[src/rtl/fb_pixel_packer.sv]
// Packs PIX_W-bit pixels MSB-first into WORD_W-bit sequential frame-buffer writes, one frame per frame_start.
// First wr_req one cycle after the pixel completing a word; pix_ready stays low while a full word awaits wr_gnt.
module fb_pixel_packer #(
  parameter int PIX_W     = 24,
  parameter int WORD_W    = 16,
  parameter int NUM_COLS  = 640,
  parameter int NUM_ROWS  = 480,
  parameter int ADDR_W    = 20,
  parameter int BASE_ADDR = 0
) (
  input  logic              clk,
  input  logic              rst,
  input  logic              frame_start,
  input  logic              pix_valid,
  input  logic [PIX_W-1:0]  pix_data,
  output logic              pix_ready,
  output logic              wr_req,
  output logic [ADDR_W-1:0] wr_addr,
  output logic [WORD_W-1:0] wr_data,
  input  logic              wr_gnt,
  output logic              busy,
  output logic              frame_done
);

  localparam int ACC_W     = PIX_W + WORD_W - 1;
  localparam int CNT_W     = $clog2(ACC_W + 1);
  localparam int NUM_PIX   = NUM_ROWS * NUM_COLS;
  localparam int PIX_CNT_W = $clog2(NUM_PIX + 1);

  localparam logic [63:0] FRAME_WORDS =
    (64'(NUM_PIX) * 64'(PIX_W) + 64'(WORD_W) - 64'd1) / 64'(WORD_W);
  localparam logic [63:0] ADDR_SPACE = 64'd1 << ADDR_W;

  localparam logic [CNT_W-1:0]     WORD_CNT  = CNT_W'(WORD_W);
  localparam logic [CNT_W-1:0]     PIX_BITS  = CNT_W'(PIX_W);
  localparam logic [PIX_CNT_W-1:0] PIX_TOTAL = PIX_CNT_W'(NUM_PIX);
  localparam logic [PIX_CNT_W-1:0] PIX_ONE   = PIX_CNT_W'(1);
  localparam logic [ADDR_W-1:0]    BASE      = ADDR_W'(BASE_ADDR);
  localparam logic [ADDR_W-1:0]    ADDR_ONE  = ADDR_W'(1);

  if (64'(BASE_ADDR) + FRAME_WORDS > ADDR_SPACE) begin : g_addr_range_check
    $error("fb_pixel_packer: frame of %0d words from BASE_ADDR %0d exceeds %0d-bit address space",
           FRAME_WORDS, BASE_ADDR, ADDR_W);
  end

  if (WORD_W < 2) begin : g_word_width_check
    $error("fb_pixel_packer: WORD_W must be at least 2");
  end

  typedef enum logic [1:0] {
    IDLE  = 2'd0,
    RUN   = 2'd1,
    FLUSH = 2'd2,
    DONE  = 2'd3
  } state_t;

  state_t                state;
  state_t                state_nxt;
  logic [ACC_W-1:0]      acc;
  logic [CNT_W-1:0]      acc_cnt;
  logic [PIX_CNT_W-1:0]  pix_cnt;
  logic [ACC_W-1:0]      pix_ext;
  logic                  accept;
  logic                  grant;
  logic                  frame_go;

  // Valid bits are kept left-justified with zeros below, so the flush word pads itself.
  assign pix_ext  = {pix_data, {(WORD_W-1){1'b0}}};
  assign wr_data  = acc[ACC_W-1 -: WORD_W];
  assign accept   = pix_valid && pix_ready;
  assign grant    = wr_req && wr_gnt;
  assign frame_go = (state == IDLE) && frame_start;

  always_ff @(posedge clk or posedge rst) begin
    if (rst) begin
      state <= IDLE;
    end else begin
      state <= state_nxt;
    end
  end

  always_comb begin
    state_nxt = state;
    case (state)
      IDLE: begin
        if (frame_start) state_nxt = RUN;
      end
      RUN: begin
        if ((pix_cnt == PIX_TOTAL) && (acc_cnt < WORD_CNT)) begin
          state_nxt = (acc_cnt != '0) ? FLUSH : DONE;
        end
      end
      FLUSH: begin
        if (wr_gnt) state_nxt = DONE;
      end
      DONE: begin
        state_nxt = IDLE;
      end
      default: begin
        state_nxt = IDLE;
      end
    endcase
  end

  always_comb begin
    pix_ready  = (state == RUN) && (acc_cnt < WORD_CNT) && (pix_cnt < PIX_TOTAL);
    wr_req     = (acc_cnt >= WORD_CNT) || (state == FLUSH);
    busy       = (state == RUN) || (state == FLUSH);
    frame_done = (state == DONE);
  end

  // Accept needs acc_cnt < WORD_W while a drain needs a full word or FLUSH, so they never coincide.
  always_ff @(posedge clk or posedge rst) begin
    if (rst) begin
      acc     <= '0;
      acc_cnt <= '0;
      pix_cnt <= '0;
      wr_addr <= BASE;
    end else if (frame_go) begin
      acc     <= '0;
      acc_cnt <= '0;
      pix_cnt <= '0;
      wr_addr <= BASE;
    end else if (accept) begin
      acc     <= acc | (pix_ext >> acc_cnt);
      acc_cnt <= acc_cnt + PIX_BITS;
      pix_cnt <= pix_cnt + PIX_ONE;
    end else if (grant) begin
      acc     <= acc << WORD_W;
      acc_cnt <= (state == FLUSH) ? '0 : (acc_cnt - WORD_CNT);
      wr_addr <= wr_addr + ADDR_ONE;
    end
  end

endmodule
[config.mk]
export PLATFORM = sky130hd
export DESIGN_NAME = fb_pixel_packer
export DESIGN_NICKNAME = d
export VERILOG_FILES = /design/src/rtl/fb_pixel_packer.sv
export SDC_FILE = /design/constraint.sdc
export NUM_CORES = 1
export LEC_CHECK = 0
export ABC_CLOCK_PERIOD_IN_PS = 2400
export BUFFER_PORTS_ARGS = -buffer_cell sky130_fd_sc_hd__clkbuf_2
export CAP_MARGIN = 10
export CORE_ASPECT_RATIO = 1.75
export CORE_MARGIN = 5
export CORE_UTILIZATION = 39
export DETAILED_ROUTE_END_ITERATION = 7
export PLACE_DENSITY_LB_ADDON = 0.12
export SYNTH_ARGS = -nofsm -noshare
export SYNTH_HDL_FRONTEND = slang
export SYNTH_SLANG_ARGS = --single-unit
[constraint.sdc]
create_clock -name clk -period 2.4 [get_ports clk]
set_input_delay 0.24 -clock clk [delete_from_list [all_inputs] [get_ports clk]]
set_output_delay 0.24 -clock clk [all_outputs]
set_load 0.03 [all_outputs]
# Yosys cells after proc, flatten, opt, wreduce, memory -nomap -nowiden
# Index checks and enable logic that the tools add are counted.
[totals]
mem_bits_ro = 0
latchBits = 0
reg_bits = 86
ram_bits = 0
out_inout_bits = 40
mem_count = 0
in_bits = 29
[classes]
n_reduce_logical = 15
bitwise_logic = 1
n_addsub = 4
mul = 0
magnitude_cmp = 3
mux = 17
shifts = 1
n_div = 0
n_eq_ne = 8
[ops]
columns = ["cell", "n"]
rows = [
  ["two-way mux 39 bit", 3],
  ["two-way mux 20 bit", 3],
  ["OR 39 bit", 1],
  ["right shift 39 x 6 -> 39 bit", 1],
  ["two-way mux 19 bit", 2],
  ["two-way mux 6 bit", 4],
  ["adder 20 x 1 -> 20 bit (second input constant)", 1],
  ["adder 19 x 1 -> 19 bit (second input constant)", 1],
  ["== test 19 bit (second input constant)", 1],
  ["less-than comparator 19 bit (second input constant)", 1],
  ["case mux 2 bit (4 select lines)", 1],
  ["adder 6 x 5 -> 6 bit (second input constant)", 1],
  [">= comparator 6 x 5 -> 1 bit (second input constant)", 1],
  ["logical AND 1 bit", 6],
  ["less-than comparator 6 x 5 -> 1 bit (second input constant)", 1],
  ["two-way mux 2 bit", 3],
  ["!= test 2 bit (second input constant)", 3],
  ["nonzero test 6 bit", 1],
  ["subtractor 6 x 5 -> 6 bit (second input constant)", 1],
  ["== test 2 bit (second input constant)", 2],
  ["nonzero test 2 bit", 2],
  ["AND reduction 3 bit", 1],
  ["nonzero test 3 bit", 1],
  ["== test 2 x 1 -> 1 bit (second input constant)", 1],
  ["other kinds (5)", 6],
]

# Longest topological paths before layout
# Gate-level depths: netlist (run 1).
[depth]
depth_word = 6
depth_mapped = 8
mapped_depth_nobuf = 7

# Least setup slack after synthesis (run 1)
# Ideal clock, no wire load.
[synth_path]
path_kind = "register -> register"
start = "reg acc_cnt[4]"
end = "reg wr_addr[18]"
arrival_time_ns = 2.143
stages_incl_launch_ff = 9
slack_ns = 0.179
setup_time_ns = 0.078
path_cell_list = "dfrtp_1 -> clkinv_1 -> ha_1 -> nand2b_1 -> and2_1 -> buf_2 -> nand4_4 -> or3_1 -> a21oi_1"
[synth_between]
elab_cells_between_ends = 10
[synth_rtl]
columns = ["item", "line", "text"]
rows = [
  ["start, declared", "60", "logic [CNT_W-1:0] acc_cnt;"],
  ["start signal, assigned", "126", "acc_cnt <= acc_cnt + PIX_BITS;"],
  ["start signal, assigned", "130", "acc_cnt <= (state == FLUSH) ? '0 : (acc_cnt - WORD_CNT);"],
  [">= comparator 6 x 5 -> 1 bit", "107", "wr_req = (acc_cnt >= WORD_CNT) || (state == FLUSH);"],
  ["logical OR 1 bit", "107", ""],
  ["via wr_req", "17", "output logic wr_req,"],
  ["logical AND 1 bit", "71", "assign grant = wr_req && wr_gnt;"],
  ["nonzero test 2 bit (no line)", "-", ""],
  ["AND reduction 2 bit (no line)", "-", ""],
  ["end signal, assigned", "131", "wr_addr <= wr_addr + ADDR_ONE;"],
  ["end, declared", "18", "output logic [ADDR_W-1:0] wr_addr,"],
]
# The timed path passes the listed nets, and every way through them passes these cells.
# A chain may end at the register's enable or synchronous reset.

# Worst setup path in the final report (run 1)
[layout_path]
start = "reg state[1]"
end = "reg pix_cnt[16]"
[layout_between]
elab_chain_len = 5
elab_cells_between_ends = 8
[layout_rtl]
columns = ["item", "line", "text"]
rows = [
  ["start, declared", "57", "state_t state;"],
  ["start signal, assigned", "78", "state <= state_nxt;"],
  ["== test 2 x 1 -> 1 bit", "106", "pix_ready = (state == RUN) && (acc_cnt < WORD_CNT) && (pix_cnt < PIX_TOTAL);"],
  ["logical AND 1 bit (2 in a row)", "106", ""],
  ["logical AND 1 bit", "70", "assign accept = pix_valid && pix_ready;"],
  ["nonzero test 2 bit (no line)", "-", ""],
  ["end signal, assigned", "127", "pix_cnt <= pix_cnt + PIX_ONE;"],
  ["end, declared", "61", "logic [PIX_CNT_W-1:0] pix_cnt;"],
]
# Several ways; a longest one is shown, not always the timed one.

==> results of run 1 <==
[critical path, delay by kind of cell, from the launching register on]
| family | cells | cell delay (ns) |
|---|---|---|
| AOI/OAI and AO/OA | 1 | 0.39 |
| adders and majority gates | 1 | 0.21 |
| buffers and inverters | 1 | 0.12 |
| DFF | 1 | 0.42 |
| and+or+nand+nor | 4 | 1.04 |
[area by class of cell]
cell class / instances / area, um2
fillers: 1234 / 6420
multi-input cells: 393 / 2400
flip-flops and latches: 83 / 2080
repair buffers: 93 / 568
clock buffers: 9 / 225
well taps: 165 / 206
clock inverters: 7 / 56.3
inverters: 14 / 53.8
[state kept, by name, summed over array words and instances (netlist names)]
name,flops
acc_cnt,3
state,2
pix_cnt,19
wr_addr,20
acc,39
[worst min path at each step]
| stage | from | to | slack (ns) | depth (start not counted) |
|---|---|---|---|---|
| after floorplan | pix_data[16] | acc[31] | 0.44 | 2 |
| after global placement | rst | pix_cnt[7] | 0.35 | 2 |
| after detailed placement | rst | pix_cnt[7] | 0.36 | 2 |
| after CTS | pix_data[16] | acc[31] | 0.21 | 3 |
| after global routing | pix_data[16] | acc[31] | 0.23 | 3 |
| final | pix_data[16] | acc[31] | 0.22 | 3 |
[routing by layer]
layer  vias up  wire length (um)  global-route usage  part of all wire
met5         -                 0                   0                 0
met4         0               510              0.0923             0.036
met3        31               470              0.0293             0.034
met2       108              7450               0.363              0.53
met1      2056              5540               0.226              0.40
li1       1981                 -                   -                 -
[placed cells by master (no fill, tap or decap), types with 7 or more instances in the layout]
| cell type | instances |
|---|---|
| a22oi_1 | 10 |
| dfrtp_1 | 83 |
| mux2_2 | 9 |
| buf_4 | 21 |
| nand4_1 | 17 |
| a21oi_1 | 42 |
| a211oi_1 | 10 |
| o21ai_0 | 36 |
| clkbuf_2 | 68 |
| clkbuf_16 | 9 |
| nor2_1 | 85 |
| and4_1 | 7 |
| nor3_1 | 19 |
| nand2_1 | 49 |
| mux2i_1 | 10 |
| xnor2_1 | 9 |
| ha_1 | 11 |
| nand3_1 | 8 |
| xor2_1 | 18 |
| a22o_1 | 8 |
| inv_1 | 10 |
[logic make-up after synthesis]
family | synth area share
mux | 0.0422
fa+ha+maj | 0.0289
flops | 0.435
buf+inv | 0.0614
simple gates | 0.227
xor+xnor | 0.0496
compound gates | 0.156
[report_power, final]
group	switching [mW]	internal (mW)	total [mW]
combinational	1.85	0.995	2.84
sequential	0.260	1.73	1.99
clock	0.627	0.719	1.35
total	2.74	3.45	6.18
==> results.cfg, run 1 <==
[cells_and_area]
drive_above_1_share = 0.220
final_design_area_no_fill_um2 = 5590
post_layout_nonfiller_instances = 764
layout.nets = 634
syn2layout_area_growth_pct = 17.1
post-route-util = 0.465
antenna-diode-count = 0

[timing]
worst_clock_skew_ns = 0.00907
timing.final.max_slew_violations = 0
post-route-worst-setup-slack_ns = 0.160
setup_repair_after_global_routing_missed_its_margin = no
period_minus_slack_ns = 2.24
relSlewSlack = 0.448
maxClockFrequency_mhz = 446
setup_viol = 0
setup-tns-final_ns = 0
hold_viol_final = 0
max_slew.worst_pin.slew_ns = 0.827
hold-worst-slack_ns = 0.220
timing.final.crit_share = 0.933

[yosys]
yosys.area.top_type = dfrtp_1
synthMostInstantiatedCell = nor2_1
synth-edff-count = 0
synth_warnings = 0
netlist-cell-type-count = 50
netlist_instances = 532
mappedNetlistArea_um2 = 4770
synth_top_area_share = 0.435
synth.net_count = 572
synth.ff_latch_count = 83
syn-mean-instance-area_um2 = 8.97
synth-seq-area-share = 0.435
async_flop_share = 1.00
synth_area_leaders = dfrtp_1 (44%), nor2_1 (6.7%), a21oi_1 (4.4%)
post_synth_most_frequent_cells = nor2_1 (85), dfrtp_1 (83), nand2_1 (49), a21oi_1 (42), o21ai_0 (36)
postSynth.topFlopCell = dfrtp_1

[status]
status = completed

[grt]
grt_first_pass_wirelength_um = 22800
grt.overflow.total = 0
antenna_found_initial = 0
via_count_of_the_first_global_routing_pass = 4325
grt_use_total = 0.200
pin_count_of_the_biggest_net_entering_global_routing = 39

[critical_path]
r2r-start = state[1]
worst_path_arrival_ns = 2.52
slowest_stage = or4_1
worst-r2r-cell-count = 7
crit_type = reg2reg
r2r_end = pix_cnt[16]
cp-end-kind = flip-flop
worstSetupEndpoint = pix_cnt[16]
critPathMaxStageDelay_ns = 0.49
timing.critical_path.cells = inv_1 -> ha_1 -> and3_1 -> o211a_4 -> nand3_1 -> or4_1 -> nand2_1
worst-path-max-fanout = 23
rrSetupSlack_ns = 0.16
critical_path.startpoint_type = flip-flop
cp-startpoint = state[1]
required_ns = 2.68

[job]
maxCapViolCount = 0

[clocking]
clk_lat_worst_skew_ns = 0.34
postCtsSetupBuffers = 0
clkSlewWorstSetupHoldPaths_ns = 0.07
cts_hold_buffers = 1
cts-root-buf = clkbuf_16
number_of_cells_upsized_or_downsized_after_cts = 0
cts_tree = built
number_of_buffers_on_the_longest_clock_path = 2
tritoncts.num_buffers = 9
clock_sink_count = 83
cts_max_level = 3

[place]
instance_area_after_placement_um2 = 5300
dpl.hpwl_um = 10100
placedCellCount = 747
port_buffers = 68
gpl.final_weighted_congestion = 0.884
dp_slack_ns = 0.174

[pwr]
total_leakage_power_nw = 2.57
peakVddDrop_mv = 0.490
power.density_nw_per_um2 = 1110
post-layout-total-power_mw = 6.18

[route]
via_count = 4176
finalWirelength_um = 14000
postRouteAntennaNets = 0
drt-vias-per-instance = 5.47
drt_pass1_iterations = 5
detail_route.drc_violations = 0
drt_iter0_drc = 161
avgRoutedWirePerCell_um = 18.3

[die]
std_cell_rows = 53
initial_utilization = 0.397
core-area_um2 = 12000
io_pins = 69
die_height_um = 156
floorplan.die_area_um2 = 14600
overall_die_width_um = 93.6

[min_path]
worst_hold_path_type = in2reg
Power figures use the tool's default switching activity.
==> run 2, diff against run 1 <==
--- a/config.mk
+++ b/config.mk
@@ -8,7 +8,7 @@
 export ABC_CLOCK_PERIOD_IN_PS = 2400
 export BUFFER_PORTS_ARGS = -buffer_cell sky130_fd_sc_hd__clkbuf_2
 export CAP_MARGIN = 10
-export CORE_ASPECT_RATIO = 1.75
+export CORE_ASPECT_RATIO = 0.6
 export CORE_MARGIN = 5
 export CORE_UTILIZATION = 39
 export DETAILED_ROUTE_END_ITERATION = 7
==> run 2 against run 1 <==
  * Global-route usage fell by 0.80 points
  * Cell count stayed put
  * First-iteration DRC count rose by 84%
  * Design area grew 0.47%
  * Clock skew fell by 0.0023 ns
  * Worst hold slack improved by 0.0026 ns
  * Critical path type unchanged
  * Critical endpoint unchanged
==> results.cfg, run 2 (synthesized netlist as in run 1, its figures left out) <==
[min_path]
holdCritStartpoint = pix_data[16]
worstHoldPathCells = 3
worst_hold_path_type = in2reg

[die]
die_height_um = 95.7
std_cell_rows = 31
core-area_um2 = 12000
overall_die_width_um = 153
floorplan.die_area_um2 = 14600
initial_utilization = 0.397
io_pins = 69

[clocking]
clock_sink_count = 83
cts_tree = built
clk_lat_worst_skew_ns = 0.35
postCtsSetupBuffers = 0
cts_max_level = 3
clkSlewWorstSetupHoldPaths_ns = 0.07
cts-root-buf = clkbuf_16
number_of_buffers_on_the_longest_clock_path = 2
tritoncts.num_buffers = 9

[timing]
setup_repair_after_global_routing_missed_its_margin = no
setup_viol = 0
period_minus_slack_ns = 2.22
hold_viol_final = 0
setup-tns-final_ns = 0
worst_clock_skew_ns = 0.00674
hold-worst-slack_ns = 0.223
timing.final.crit_share = 0.924
relSlewSlack = 0.538
max_slew.worst_pin.slew_ns = 0.690
maxClockFrequency_mhz = 451
timing.final.max_slew_violations = 0

[cells_and_area]
multi_input_area_um2 = 2400
syn2layout_area_growth_pct = 17.7
number_of_flip_flops_under_the_largest_register_name = 39
drive_above_1_share = 0.222
sequential_cell_area_um2 = 2080
final_common_cell = nor2_1
antenna-diode-count = 0
mostFrequentLayoutCells = nor2_1 (85), dfrtp_1 (83), clkbuf_2 (68), nand2_1 (49), a21oi_1 (42)
post_layout_nonfiller_instances = 764
final_design_area_no_fill_um2 = 5610
n_fill_cell = 1189
registers.top_by_ff_count = acc
layout.nets = 634
biggestRegsByFlops = acc x39, wr_addr x20, pix_cnt x19

[critical_path]
required_ns = 2.68
cp-startpoint = state[1]
worst-path-max-fanout = 23
worst-r2r-cell-count = 7
critical_path.startpoint_type = flip-flop
critical_path.top_delay_family = simple AND/OR/NAND/NOR gates
crit_type = reg2reg
critPathMaxStageDelay_ns = 0.49
worstSetupEndpoint = pix_cnt[16]
cp-end-kind = flip-flop
crit_cells = 7
timing.critical_path.cells = inv_1 -> ha_1 -> and3_2 -> o211a_4 -> nand3_1 -> or4_1 -> nand2_1
r2r-start = state[1]
r2r_end = pix_cnt[16]
worst_path_arrival_ns = 2.50
crit_buf_inv = 1
rrSetupSlack_ns = 0.18
slowest_stage = or4_1

[pwr]
switchingPower_mw = 2.73
power.combinational.fraction = 0.440
power_report.internal_total_mw = 3.63
pwr-share-clk = 0.248
power.switching_fraction = 0.429
power_frac_seq = 0.313
peakVddDrop_mv = 0.441
total_leakage_power_nw = 2.59
power.density_nw_per_um2 = 1130

[place]
placedCellCount = 747
gpl.final_weighted_congestion = 0.856
port_buffers = 68
instance_area_after_placement_um2 = 5270
dpl.hpwl_um = 9440

[route]
via_count = 4180
avgRoutedWirePerCell_um = 17.7
detail_route.drc_violations = 0
drt_pass1_iterations = 5
drt_iter0_drc = 296
drt-vias-per-instance = 5.47
finalWirelength_um = 13500
postRouteAntennaNets = 0

[grt]
via_count_of_the_first_global_routing_pass = 3954
grt_use_total = 0.192
grt_first_pass_wirelength_um = 22000
gr-max-usage-layer = met1
pin_count_of_the_biggest_net_entering_global_routing = 84
grt_use_met3 = 0.0458
groute.layer.met1.usage = 0.299
antenna_found_initial = 0
grt.overflow.total = 0
grtUsageMet2 = 0.266

[status]
status = completed

[job]
maxCapViolCount = 0
-- run 2: cell count changes in the layout (fill, tap and decap cells not counted), sizes merged --
cell	change
inv	-1
bufinv	+2
clkinvlp	-1
-- run 2: worst min-delay path by stage --
| stage | to | slack, ns |
|---|---|---|
| finish | acc[31] | 0.22 |
| global route | acc[31] | 0.25 |
| CTS | acc[31] | 0.20 |
| detailed placement | acc[37] | 0.36 |
| global placement | acc[37] | 0.36 |
| floorplan | acc[31] | 0.44 |
-- run 2: tightest hold or removal path: stages --
cell and delay (ns):
clkbuf_2 0.10, a21oi_1 0.12, a21oi_1 0.08
-- run 2: what timing repair did --
action,4_1_cts,5_1_grt
resized for setup,0,1
setup endpoints to repair,0,1
hold buffers,1,0
hold endpoints to repair,16,0
-- run 2: metal layers --
metal  share of wire  vias to the layer above
met2            0.40                      160
li1                -                     1995
met4          0.0076                        0
met1            0.52                     2015
met3           0.073                       10
met5               0                        -
-- run 2: area by class of cell --
cell class                      count  area share
Sequential cell                    83       0.370
Multi-Input combinational cell    393       0.428
Tap cell                          165      0.0368
Clock inverter                      7      0.0189
Clock buffer                        9      0.0401
Timing Repair Buffer               93      0.0967
Inverter                           14     0.00959
-- run 2: stage by stage --
| stage | power, mW | utilization | setup WS [ns] |
|---|---|---|---|
| after floorplan | 4.08 | - | 0.0232 |
| after global placement | 4.78 | 0.438 | 0.258 |
| after detailed placement | 4.80 | 0.438 | 0.167 |
| after CTS | 6.40 | 0.467 | 0.129 |
| after global routing | 6.80 | 0.467 | 0.0348 |
| final | 6.35 | 0.467 | 0.183 |
-- run 2: power by group through the flow --
stage                     clock network, mW  logic, mW  registers [mW]
after floorplan                           0       2.09            1.99
after global placement                    0       2.77            2.00
after detailed placement                  0       2.78            2.01
after CTS                              1.61       2.80            1.99
after global routing                   1.68       3.08            2.04
final                                  1.57       2.79            1.99
